===== config.mk =====
export PLATFORM = sky130hd
export DESIGN_NAME = cla_pipe_adder16
export DESIGN_NICKNAME = d
export VERILOG_FILES = /design/src/rtl/cla_pipe_adder16_pkg.sv /design/src/rtl/cla4_slice.sv /design/src/rtl/cla_pipe_adder16.sv
export SDC_FILE = /design/constraint.sdc
export NUM_CORES = 1
export LEC_CHECK = 0
export ABC_AREA = 0
export BUFFER_PORTS_ARGS = -buffer_cell sky130_fd_sc_hd__buf_2
export CAP_MARGIN = 20
export CORE_MARGIN = 10
export CORE_UTILIZATION = 30
export DETAILED_ROUTE_END_ITERATION = 10
export GPL_ROUTABILITY_DRIVEN = 0
export MAX_ROUTING_LAYER = met4
export PLACE_DENSITY = 0.52
export RECOVER_POWER = 50
export SYNTH_ARGS = -nofsm -noshare
export SYNTH_HDL_FRONTEND = slang
export SYNTH_SLANG_ARGS = --single-unit

===== constraint.sdc =====
create_clock -name clk -period 4.6 [get_ports clk]
set_clock_uncertainty 0.2 [all_clocks]
set_input_delay 0.46 -clock clk [delete_from_list [all_inputs] [get_ports clk]]
set_output_delay 0.46 -clock clk [all_outputs]
set_load 0.005 [all_outputs]

===== src/rtl/cla_pipe_adder16_pkg.sv =====
// Shared widths and the pipeline stage register layout for the 16-bit
// pipelined carry-lookahead adder.
package cla_pipe_adder16_pkg;

  localparam int NIB_W      = 4;
  localparam int NUM_STAGES = 4;
  localparam int DATA_W     = 16;

  // One pipeline stage register.
  // sum   : nibbles already added are valid; higher nibbles are zero/ignored.
  // carry : carry out of the most recently added nibble.
  // a, b  : operands; only the nibbles not yet added are consumed downstream.
  // a_msb, b_msb : operand sign bits, kept for the overflow flag at the end.
  typedef struct packed {
    logic              valid;
    logic [DATA_W-1:0] sum;
    logic              carry;
    logic [DATA_W-1:0] a;
    logic [DATA_W-1:0] b;
    logic              a_msb;
    logic              b_msb;
  } stage_t;

endpackage


===== src/rtl/cla4_slice.sv =====
// 4-bit carry-lookahead adder slice, purely combinational.
module cla4_slice (
  input  logic [3:0] a,
  input  logic [3:0] b,
  input  logic       ci,
  output logic [3:0] s,
  output logic       co
);

  logic [3:0] p;
  logic [3:0] g;
  logic [4:0] c;

  // Generate/propagate terms and flattened lookahead carries.
  always_comb begin
    p    = a ^ b;
    g    = a & b;
    c[0] = ci;
    c[1] = g[0] | (p[0] & ci);
    c[2] = g[1] | (p[1] & g[0]) | (p[1] & p[0] & ci);
    c[3] = g[2] | (p[2] & g[1]) | (p[2] & p[1] & g[0])
         | (p[2] & p[1] & p[0] & ci);
    c[4] = g[3] | (p[3] & g[2]) | (p[3] & p[2] & g[1])
         | (p[3] & p[2] & p[1] & g[0]) | (p[3] & p[2] & p[1] & p[0] & ci);
    s    = p ^ c[3:0];
    co   = c[4];
  end

endmodule


===== src/rtl/cla_pipe_adder16.sv =====
// 16-bit adder pipelined one nibble per stage, four stages, with a single
// global advance enable for valid/ready flow control.
//
// Handshake: a transfer happens on a rising edge where valid && ready is seen
// on that interface. Every stage shifts together when en = !out_valid ||
// out_ready; in_ready equals en and never looks at in_valid. The outputs are
// the stage-4 register and therefore hold still while out_valid && !out_ready.
module cla_pipe_adder16
  import cla_pipe_adder16_pkg::*;
(
  input  logic              clk,
  input  logic              rst,
  input  logic              in_valid,
  output logic              in_ready,
  input  logic [DATA_W-1:0] a,
  input  logic [DATA_W-1:0] b,
  input  logic              cin,
  output logic              out_valid,
  input  logic              out_ready,
  output logic [DATA_W-1:0] sum,
  output logic              cout,
  output logic              ovf
);

  stage_t st  [NUM_STAGES];
  stage_t nxt [NUM_STAGES];

  logic [NIB_W-1:0] sl_a  [NUM_STAGES];
  logic [NIB_W-1:0] sl_b  [NUM_STAGES];
  logic [NIB_W-1:0] sl_s  [NUM_STAGES];
  logic             sl_ci [NUM_STAGES];
  logic             sl_co [NUM_STAGES];

  logic en;

  assign en       = !st[NUM_STAGES-1].valid || out_ready;
  assign in_ready = en;

  // Slice operands: stage 1 adds nibble 0 straight from the inputs, later
  // stages add their own nibble from the previous stage register.
  always_comb begin
    sl_a[0]  = a[NIB_W-1:0];
    sl_b[0]  = b[NIB_W-1:0];
    sl_ci[0] = cin;
    for (int i = 1; i < NUM_STAGES; i++) begin
      sl_a[i]  = st[i-1].a[i*NIB_W +: NIB_W];
      sl_b[i]  = st[i-1].b[i*NIB_W +: NIB_W];
      sl_ci[i] = st[i-1].carry;
    end
  end

  for (genvar g = 0; g < NUM_STAGES; g++) begin : g_slice
    cla4_slice u_slice (
      .a  (sl_a[g]),
      .b  (sl_b[g]),
      .ci (sl_ci[g]),
      .s  (sl_s[g]),
      .co (sl_co[g])
    );
  end

  // Next contents of each stage: the incoming entry with one more nibble
  // of sum filled in. A non-transfer cycle loads a bubble (valid=0).
  always_comb begin
    nxt[0]       = '0;
    nxt[0].valid = in_valid;
    nxt[0].sum   = {{(DATA_W-NIB_W){1'b0}}, sl_s[0]};
    nxt[0].carry = sl_co[0];
    nxt[0].a     = a;
    nxt[0].b     = b;
    nxt[0].a_msb = a[DATA_W-1];
    nxt[0].b_msb = b[DATA_W-1];
    for (int i = 1; i < NUM_STAGES; i++) begin
      nxt[i]                        = st[i-1];
      nxt[i].sum[i*NIB_W +: NIB_W]  = sl_s[i];
      nxt[i].carry                  = sl_co[i];
    end
  end

  // Stage registers: cleared on reset, shift together when enabled.
  always_ff @(posedge clk) begin
    if (rst) begin
      for (int i = 0; i < NUM_STAGES; i++) st[i] <= '0;
    end else if (en) begin
      for (int i = 0; i < NUM_STAGES; i++) st[i] <= nxt[i];
    end
  end

  assign out_valid = st[NUM_STAGES-1].valid;
  assign sum       = st[NUM_STAGES-1].sum;
  assign cout      = st[NUM_STAGES-1].carry;
  assign ovf       = (st[NUM_STAGES-1].a_msb == st[NUM_STAGES-1].b_msb) &&
                     (st[NUM_STAGES-1].sum[DATA_W-1] != st[NUM_STAGES-1].a_msb);

endmodule


==> results.md <==
- Status: complete, no violations
- WS Path Type: reg -> reg
- Synthesis Warnings: 0
- Core area: 14,530 um2
- Crit path DAT: 2.51 ns
- Syn Inst Count: 310
- Hold Fails Final Rpt: 0
- Period utilization: 0.5911
- CTS resizes: 0
- RSZ-0062 raised after global routing: no
- Yosys reg bits: 98
- Largest family of logic cells by synthesized area: simple AND/OR/NAND/NOR gates
- Post-detailed-route wirelength per cell: 14.00 um
- Antenna fix cells: 0
- Initial DRC Count: 218
- Leakage power: 2.379 nW
- Die H: 141.9 um
- Commonest non-fill, non-tap cell in the layout: edfxtp_1
- Pre-CTS setup slack: 2.013 ns
- Count of final setup violators: 0
- Syn_nets: 367
- Register name with the most flops: st
- Slew Limit Fails: 0
- Vias: 2,399
- Vias in the first global route: 2,354
- Worst slew margin: 0.3570
- Worst-Skew Late Latency: 0.34 ns
- Initial antenna violation count: 0
- First-pass GRT wire length: 12.23 mm
- Clock buffer depth: 2
- Crit start category: register
- Area Overhead vs Synth: 12.83%
- Max Cap Violations: 0
- Number of flip-flops under the largest register name: 98
- Adder-cell share of the synthesized area: 0.06289
- Overflow left after global routing: 0
- Library cells used by synthesis: 31
- GRT Total Usage: 0.07900
- Antenna Nets Post-Route: 0
- Synth Area in XOR/XNOR: 0.007861
- Die area: 20,130 um2
- Worst setup margin: 1.881 ns
- Post-synthesis sequential area ratio: 0.6603
- CP Capture Type: register
- Worst Max-Slew Pin Slew: 0.9635 ns
- Reg clk slew, reported paths: 0.07 ns
- Commonest cells after routing, fill and taps aside: edfxtp_1, and3_1, buf_2
- Ports: 57
- CTS tree: yes
- DR DRC count: 0
- F_max: 367.8 MHz
- Initial core utilization: 0.3066
- Fin area: 5029 um2
- CTS Buf Count: 9
- PwrDens: 391.8 nW/um2
- Drt first pass iters: 4
- Share of layout cells above drive strength 1: 0.1695
- Period minus WS final: 2.719 ns
- # hold bufs at CTS: 0
- Synthesized area: 4457 um2
- Setup TNS: 0 ns
- Sink Count: 98
- NumNets Final: 400
- Flop2flop setup slack: 1.88 ns
- Synth Area in Simple Gates: 0.1465
- Syn avg cell area: 14.38 um2
- IO Port Bufs: 56
- Clk Tree Root Cell: clkbuf_16
- Post-Route Utilization: 0.3460
- Worst EP required: 4.39 ns
- Post-CTS setup buffers: 0
- # rows: 44
- Largest net degree at the start of global routing: 91
- DR vias/cell: 4.509
- Post-synthesis mux area share: 0.008984
- H-tree Lvls: 3
- Compound-Gate Fraction of Synth Area: 0.04520
- Worst Hold Class: in -> reg
- Hold WS: 0.2260 ns
- Die width: 141.9 um
- VDD IR-drop max: 0.1957 mV
- Final wirelength: 7.447 mm
- Placed cell areas: 4751 um2
- Top flop regs: st x98
- Crit path max fanout: 90
synth_stat cells, drive strengths merged:
master,count,area [um2]
buf,22,198.9
xor2,4,35.03
o21ba,1,10.01
nor3,1,10.01
edfxtp,98,2943
nand3,5,25.02
nand2b,2,20.02
o21a,3,22.52
nand3b,3,22.52
mux2i,4,40.04
a211o,6,52.55
nor2,10,37.54
ha,16,200.2
a211oi,2,15.01
fa,4,80.08
nand2,6,25.03
a21o,4,30.03
a21oi,3,26.28
and2,1,6.260
clkbuf,14,52.55
o2bb2ai,4,35.03
and3,81,506.7
o21ai,2,10.01
inv,14,52.55
layout make-up:
type,count,area (um2)
sequential,98,2943
tap,184,230.2
clock inverter,6,81.33
multi-input combinational,162,1207
timing repair buffer,58,285.3
inverter,14,52.55
fill,1466,9505
clock buffer,10,229.0
cells by family after synthesis:
family | after synthesis
simple gates | 109
flops | 98
buf+inv | 50
compound gates | 25
fa+ha+maj | 20
xor+xnor | 4
mux | 4
where the power goes:
part | leakage (nW) | internal (mW) | total [mW] | switching [mW]
clock network | 0.152 | 0.473 | 0.786 | 0.313
logic | 1.06 | 0.0618 | 0.128 | 0.0666
registers | 1.16 | 1.04 | 1.06 | 0.0150
total | 2.38 | 1.58 | 1.97 | 0.395
routing by layer:
metal | track usage | share of wire | up-vias | wire, um
met4 | 0.04196 | 0.025 | 0 | 188
met3 | 0.02403 | 0.031 | 11 | 230
met5 | - | 0 | - | 0
met2 | 0.1093 | 0.44 | 44 | 3311
li1 | - | - | 1205 | -
met1 | 0.1015 | 0.50 | 1139 | 3717
critical path, stage by stage, from the launching register on:
cell,delay (ns)
edfxtp_1,0.42
nand2b_4,0.56
nand2b_1,0.61
buf_12,0.46
path summary, 6_finish.rpt:
check        startpoint        end  cells past startpoint
max reg2reg   st[3][51]  st[1][27]                      3
min                b[6]   st[0][8]                      2
min reg2reg   st[1][30]  st[2][30]                      1
max           st[3][51]  st[1][27]                      3
stage by stage:
step | std cells | total power [mW]
after floorplan | 310 | 1.173
after global placement | 516 | 1.207
after detailed placement | 516 | 1.210
after CTS | 532 | 1.989
after global routing | 532 | 2.044
final | 532 | 1.970
Power figures use the tool's default switching activity.
